===== src/rtl/if_stage_pkg.sv =====
// Shared constants for the instruction-fetch stage and its instruction buffer.
package if_stage_pkg;
  localparam int          FS_TO_DS_BUS_W = 64;
  localparam logic [31:0] NOP_INST       = 32'h03400000;
  localparam logic [31:0] RESET_PC_DEF   = 32'h1bc00000;
endpackage


===== src/rtl/if_inst_buf.sv =====
// One-entry capture/bypass buffer that holds the returned SRAM word while decode stalls.
module if_inst_buf
  import if_stage_pkg::*;
(
  input  logic        clk,
  input  logic        resetn,
  input  logic        i_fs_valid,
  input  logic        i_xfer,
  input  logic        i_flush,
  input  logic [31:0] i_rdata,
  output logic [31:0] o_inst,
  output logic        o_buf_valid
);

  logic [31:0] r_inst_buf;
  logic        r_inst_buf_valid;

  // The SRAM output is only trustworthy in the first cycle after the request.
  always_ff @(posedge clk) begin
    if (!resetn) begin
      r_inst_buf_valid <= 1'b0;
    end else if (i_xfer || i_flush) begin
      r_inst_buf_valid <= 1'b0;
    end else if (i_fs_valid) begin
      r_inst_buf_valid <= 1'b1;
    end
  end

  always_ff @(posedge clk) begin
    if (i_fs_valid && !r_inst_buf_valid && !i_xfer) begin
      r_inst_buf <= i_rdata;
    end
  end

  assign o_inst      = r_inst_buf_valid ? r_inst_buf : i_rdata;
  assign o_buf_valid = r_inst_buf_valid;

endmodule


===== src/rtl/if_stage.sv =====
// Instruction-fetch stage: owns the PC, drives the inst SRAM and hands {pc, inst} to decode.
// Optional build macro IF_ADEF_EN enables fetch-address-error reporting for misaligned PCs.
module if_stage
  import if_stage_pkg::*;
#(
  parameter logic [31:0] RESET_PC = RESET_PC_DEF
) (
  input  logic                      clk,
  input  logic                      resetn,
  output logic                      inst_sram_en,
  output logic                      inst_sram_wen,
  output logic [31:0]               inst_sram_addr,
  output logic [31:0]               inst_sram_wdata,
  input  logic [31:0]               inst_sram_rdata,
  input  logic                      ds_allowin,
  input  logic                      br_taken,
  input  logic [31:0]               br_target,
  output logic                      fs_to_ds_valid,
  output logic [FS_TO_DS_BUS_W-1:0] fs_to_ds_bus,
  output logic                      fs_excp_adef
);

  logic        r_fs_valid;
  logic [31:0] r_fs_pc;
  logic        r_br_pend;
  logic [31:0] r_br_pend_target;
  logic        r_fs_cancel;

  logic        w_fs_ready_go;
  logic        w_fs_allowin;
  logic        w_xfer;
  logic        w_req;
  logic [31:0] w_seq_pc;
  logic [31:0] w_nextpc;
  logic [31:0] w_buf_inst;
  logic [31:0] w_fs_inst;
  logic        w_buf_valid;

  assign w_fs_ready_go  = r_fs_valid & ~r_fs_cancel;
  assign w_fs_allowin   = ~r_fs_valid | (w_fs_ready_go & ds_allowin);
  assign fs_to_ds_valid = resetn & r_fs_valid & w_fs_ready_go;
  assign w_xfer         = fs_to_ds_valid & ds_allowin;
  assign w_req          = resetn & w_fs_allowin;

  assign w_seq_pc = r_fs_pc + 32'd4;
  assign w_nextpc = br_taken  ? br_target        :
                    r_br_pend ? r_br_pend_target :
                                w_seq_pc;

  // A redirect that cannot be issued now is parked until fs_allowin rises.
  always_ff @(posedge clk) begin
    if (!resetn) begin
      r_fs_valid  <= 1'b0;
      r_fs_pc     <= RESET_PC - 32'd4;
      r_br_pend   <= 1'b0;
      r_fs_cancel <= 1'b0;
    end else begin
      r_fs_cancel <= 1'b0;
      if (w_fs_allowin) begin
        r_fs_valid <= 1'b1;
        r_fs_pc    <= w_nextpc;
        r_br_pend  <= 1'b0;
      end else if (br_taken) begin
        r_fs_valid <= 1'b0;
        r_br_pend  <= 1'b1;
      end
    end
  end

  always_ff @(posedge clk) begin
    if (br_taken && !w_fs_allowin) begin
      r_br_pend_target <= br_target;
    end
  end

  if_inst_buf u_inst_buf (
    .clk         (clk),
    .resetn      (resetn),
    .i_fs_valid  (r_fs_valid),
    .i_xfer      (w_xfer),
    .i_flush     (br_taken),
    .i_rdata     (inst_sram_rdata),
    .o_inst      (w_buf_inst),
    .o_buf_valid (w_buf_valid)
  );

`ifdef IF_ADEF_EN
  logic r_fs_adef;
  logic w_misalign;

  assign w_misalign = |w_nextpc[1:0];

  // A misaligned fetch is accepted as a slot but never reaches the SRAM.
  always_ff @(posedge clk) begin
    if (!resetn) begin
      r_fs_adef <= 1'b0;
    end else if (w_fs_allowin) begin
      r_fs_adef <= w_misalign;
    end
  end

  assign inst_sram_en   = w_req & ~w_misalign;
  assign inst_sram_addr = w_nextpc;
  assign w_fs_inst      = r_fs_adef ? NOP_INST : w_buf_inst;
  assign fs_excp_adef   = fs_to_ds_valid & r_fs_adef;
`else
  assign inst_sram_en   = w_req;
  assign inst_sram_addr = {w_nextpc[31:2], 2'b00};
  assign w_fs_inst      = w_buf_inst;
  assign fs_excp_adef   = 1'b0;
`endif

  assign inst_sram_wen   = 1'b0;
  assign inst_sram_wdata = 32'd0;
  assign fs_to_ds_bus    = {r_fs_pc, w_fs_inst};

  logic w_unused;
  assign w_unused = w_buf_valid;

endmodule


===== config.mk =====
export PLATFORM = sky130hd
export DESIGN_NAME = if_stage
export DESIGN_NICKNAME = d
export VERILOG_FILES = /design/src/rtl/if_stage_pkg.sv /design/src/rtl/if_inst_buf.sv /design/src/rtl/if_stage.sv
export SDC_FILE = /design/constraint.sdc
export NUM_CORES = 1
export LEC_CHECK = 0
export ABC_AREA = 1
export CAP_MARGIN = 20
export CORE_ASPECT_RATIO = 0.9
export CORE_UTILIZATION = 33
export DETAILED_ROUTE_END_ITERATION = 6
export PLACE_DENSITY = 0.66
export SKIP_CTS_REPAIR_TIMING = 1
export SLEW_MARGIN = 10
export SYNTH_ARGS = -nofsm -noshare
export SYNTH_HDL_FRONTEND = slang
export SYNTH_SLANG_ARGS = --single-unit

===== constraint.sdc =====
create_clock -name clk -period 3.4 [get_ports clk]
set_clock_uncertainty 0.1 [all_clocks]
set_input_delay 0.68 -clock clk [delete_from_list [all_inputs] [get_ports clk]]
set_output_delay 0.68 -clock clk [all_outputs]
set_load 0.005 [all_outputs]

==> results of run 1 <==
kinds of logic (layout without fill, tap and decap cells):
group                    Yosys count  in the layout  share of synthesized area, %
buffers and inverters            168            272                         15.95
other                              1             36                       0.06686
XOR/XNOR                           9              9                         1.405
adder cells (fa/ha/maj)            1              1                        0.2230
flip-flops                        99             99                         46.75
AND/OR/NAND/NOR                  380            380                         28.24
AO/OA/AOI/OAI                     56             56                         7.361
synth_stat cells, drive strengths merged:
| master | n |
|---|---|
| nand2 | 268 |
| a22o | 24 |
| o211ai | 2 |
| edfxtp | 64 |
| o21ai | 8 |
| or2 | 5 |
| nand3b | 4 |
| a22oi | 1 |
| nor3 | 4 |
| xor2 | 8 |
| inv | 78 |
| buf | 75 |
| ha | 1 |
| dfxtp | 35 |
| clkinv | 2 |
| nor2 | 59 |
| a221oi | 2 |
| conb | 1 |
| nand3 | 40 |
| o22ai | 8 |
| a21oi | 4 |
| xnor2 | 1 |
| o21bai | 5 |
| clkbuf | 13 |
| o22a | 1 |
| a31oi | 1 |
worst max-delay path, cell delays in order:
cell and delay (ns):
clkdlybuf4s50_1 0.61, nor2_4 0.07, inv_1 0.20, o21ai_0 0.11, a21oi_1 0.23, inv_1 0.09
clkdlybuf4s50_1 0.50
layer usage:
metal / vias to the layer above / share of wire (%)
met5: - / 0
met4: 0 / 0.85
met3: 9 / 7.0
met2: 170 / 45
met1: 2084 / 47
li1: 2451 / -
final cells by class:
class / instances / share of cell area, %
Clock inverter: 7 / 0.8735
Multi-Input combinational cell: 482 / 29.98
Sequential cell: 99 / 35.23
Clock buffer: 9 / 3.024
Timing Repair Buffer: 176 / 23.38
Tap cell: 207 / 3.477
Inverter: 80 / 4.032
final timing paths:
kind	to	slack, ns	cells after the start
max reg2reg	u_inst_buf.r_inst_buf[5]	1.32	4
min	u_inst_buf.o_buf_valid	0.40	2
min reg2reg	u_inst_buf.o_buf_valid	0.40	2
max	inst_sram_addr[2]	0.13	7
flip-flops by register name, summed over array words and instances (netlist names):
register	count
u_inst_buf.o_buf_valid	1
r_br_pend	1
r_br_pend_target	32
r_fs_pc	32
u_inst_buf.r_inst_buf	32
r_fs_valid	1
power by group:
group          internal (mW)  leakage, nW  switching (mW)
registers               1.36        0.889          0.0680
clock network          0.517        0.141           0.488
logic                  0.388         2.27           0.385
total                   2.26         3.30           0.942
per-stage QoR:
stage,utilization [%],hold WS (ns)
2_1_floorplan,-,0.3602
3_3_place_gp,43.73,0.3749
3_5_place_dp,43.73,0.3888
4_1_cts,45.50,0.3999
5_1_grt,45.55,0.4236
6_report,45.55,0.3999
==> reports/results.tsv, run 1 <==
metric	value	unit
globalplace.congestion	0.8532	
tns	0	ns
outcome	finished, final reports clean	
power.static_leakage	3.302	nW
drt-initial-drc-count	187	
finalCritPeriodShare	96.13	%
worst_pin_slew	0.9100	ns
drv_slew	0	
htreeDepth	3	
cp.arrival	2.49	ns
core_area	16350	um^2
fmax	0.3060	GHz
drive_above_1_share	6.448	%
layout_common_cells	262 x nand2_1, 163 x clkdlybuf4s50_1, 78 x inv_1	
synth_largest_area_cell	edfxtp_1	
layout_commonest_cell	nand2_1	
avgSynthCellArea	7.856	um^2
final_cell_count_no_fill	1060	
hold_class	register to register	
drt-total-wl	14.84	mm
yosysWarnings	0	
die_x	139.4	um
dpl.cell_count	1044	
worst-path-max-fanout	6	
ctsLongestPathBuffers	2	
drt_pass1_iterations	4	
synth.top_cell.area_share	34.26	%
insertion_delay	0.35	ns
cp-start-kind	input pin	
seq_area	2624	um^2
post-dp-hpwl	11.23	mm
gr-usage-met1	23.56	%
die_y	125.7	um
gr-total-overflow	0	
fin_area	7448	um^2
drcViolationCount	0	
antenna_cells	0	
fin_ws	0.1316	ns
multi_input_comb_area	2233	um^2
viasPerCell	4.447	
criticalPathCategory	input pin to output pin	
slew_headroom	38.96	%
cp-end-kind	output pin	
cp.required	2.62	ns
hold_viol	0	
cts_tree	yes	
gr-max-usage-layer	met2	
worstHoldStart	r_fs_valid	
p_per_area	430.4	nW/um^2
detail-route-antenna-nets	0	
clk_pin_slew_worst_paths	0.07	ns
dp_slack	0.1133	ns
grtUsageMet3	4.943	%
rsz0062_at_grt	no	
grt_pass1_vias	4350	
syn_inst	714	
reg2reg_from	u_inst_buf.o_buf_valid	
wl_per_cell	14.00	um
synth.distinct_cells	32	
nNetsFinal	917	
die-area	17520	um^2
setup_viol	0	
fill_cells	1601	
grt.total_usage	17.29	%
fp-row-count	44	
cts_root_buf	clkbuf_16	
io-pin-count	200	
vias	4714	
period_needed	3.268	ns
placed_area	7149	um^2
cts.sinks	99	
initial_core_util	34.31	%
antenna_found_initial	0	
numPortBuffers	163	
cp-startpoint	br_taken	
cap_violations	0	
grt.met2_usage	26.84	%
peakVddDrop	0.0002392	V
power	3.206	mW
synth_seq_cells	99	
cts_made_buffers	9	
ys_top_cells_by_area	edfxtp_1 34%, nand2_1 18%, dfxtp_1 12%	
grt_pass1_wl	23.49	mm
grt_max_degree	35	
synth_area	5609	um^2
area_growth	32.79	%
ys_seq_area_share	46.75	%
Power figures use the tool's default switching activity.
==> run 2, diff against run 1 <==
Settings changed: PLACE_DENSITY 0.66 to unset.
==> run 2 against run 1 <==
Maximum frequency up 0.64%; non-clock buffer count fell by 3; core utilization is 0.15 points lower; final cell count shrank 0.28%; critical endpoint is now inst_sram_addr[8]; sequential power is essentially flat; first-iteration DRC count rose by 11%; total power grew 0.41%.
==> reports/results.tsv, run 2 (same netlist as run 1, synthesis figures left out) <==
metric	value	unit
outcome	finished, final reports clean	
placed_area	7132	um^2
clk_pin_slew_worst_paths	0.08	ns
cts.sinks	99	
grt_pass1_wl	23.78	mm
whs_path_depth	2	
p_per_area	433.6	nW/um^2
drt_pass1_iterations	4	
setup_viol	0	
drt-total-wl	14.97	mm
cts_made_buffers	9	
worst_pin_slew	0.9875	ns
fill_cells	1660	
drive_above_1_share	5.882	%
cts_root_buf	clkbuf_16	
vias	4692	
io-pin-count	200	
antenna_found_initial	0	
cp.required	2.62	ns
layout_commonest_cell	nand2_1	
detail-route-antenna-nets	0	
reg2regPathDepth	4	
globalplace.congestion	0.8822	
wl_per_cell	14.16	um
cp-end-kind	output pin	
die-area	17520	um^2
dp_slack	0.1245	ns
gr-total-overflow	0	
grt_pass1_vias	4293	
worst-path-max-fanout	24	
drv_slew	0	
fmax	0.3079	GHz
area_growth	32.37	%
finalCritPeriodShare	95.52	%
dpl.cell_count	1041	
rrSetupSlack	1.24	ns
whs	0.3843	ns
numPortBuffers	163	
drcViolationCount	0	
die_x	139.4	um
hold_viol	0	
grt_max_degree	35	
cts_tree	yes	
antenna_cells	0	
holdPathEnd	u_inst_buf.o_buf_valid	
cap_violations	0	
die_y	125.7	um
power.static_leakage	3.289	nW
nNetsFinal	914	
hold_class	register to register	
rsz0062_at_grt	no	
core_area	16350	um^2
reg2reg_from	u_inst_buf.o_buf_valid	
fin_area	7425	um^2
fp-row-count	44	
period_needed	3.248	ns
reg_top3	r_br_pend_target: 32 flops, r_fs_pc: 32 flops, u_inst_buf.r_inst_buf: 32 flops	
layout_common_cells	262 x nand2_1, 163 x clkdlybuf4s50_1, 78 x inv_1	
htreeDepth	3	
initial_core_util	34.31	%
cp-start-kind	input pin	
cp.arrival	2.47	ns
grt.total_usage	17.54	%
drt-initial-drc-count	207	
peakVddDrop	0.0002743	V
final_cell_count_no_fill	1057	
ctsLongestPathBuffers	2	
viasPerCell	4.439	
worstHoldStart	r_fs_valid	
post-dp-hpwl	11.21	mm
insertion_delay	0.36	ns
criticalPathCategory	input pin to output pin	
r2r_end	u_inst_buf.r_inst_buf[18]	
tns	0	ns
fin_ws	0.1524	ns
slew_headroom	33.76	%
-- run 2: cell count changes in the layout (fill, tap and decap cells not counted), sizes merged --
cell    previous run  this run
inv               84        82
buf               13        10
clkinv             2         4
-- run 2: per-stage QoR --
stage	total power, mW	utilization [%]
after floorplan	1.891	-
after global routing	3.402	45.41
final	3.219	45.41
after CTS	3.258	45.41
after detailed placement	2.225	43.62
after global placement	2.224	43.62
-- run 2: where the power goes --
part           internal (mW)  switching, mW  leakage [nW]
Clock                  0.518          0.506         0.142
Combinational          0.385          0.386          2.26
Sequential              1.36         0.0660         0.889
Total                   2.26          0.958          3.29
-- run 2: layer usage --
layer  GRT usage, %  routed length, um  vias to the layer above
met5              0                  0                        -
met4          4.510                145                        0
met3          4.563                950                       11
met2          26.66               6564                      149
met1          24.69               7310                     2102
li1               -                  -                     2430
-- run 2: worst max-delay path, cell delays in order --
cell             delay [ns]
clkdlybuf4s50_1        0.60
buf_4                  0.33
a22o_1                 0.18
o21bai_1               0.13
clkdlybuf4s50_1        0.54
-- run 2: final cells by class --
cell class | instances | area [um^2] | share of cell area (%)
tap | 207 | 259.0 | 3.488
sequential | 99 | 2623 | 35.32
inverter | 80 | 300.3 | 4.044
timing repair buffer | 173 | 1719 | 23.15
clock inverter | 7 | 67.56 | 0.9100
multi-input combinational | 482 | 2231 | 30.05
clock buffer | 9 | 225.2 | 3.033
-- run 2: how the worst max path moves through the flow --
stage	start	endpoint	depth (start not counted)
3_5_place_dp	br_taken	inst_sram_addr[8]	5
4_1_cts	br_taken	inst_sram_addr[2]	7
5_1_grt	r_fs_pc[3]	inst_sram_addr[16]	8
6_report	br_taken	inst_sram_addr[8]	5
2_1_floorplan	br_taken	r_br_pend_target[0]	4
3_3_place_gp	br_taken	inst_sram_addr[9]	6
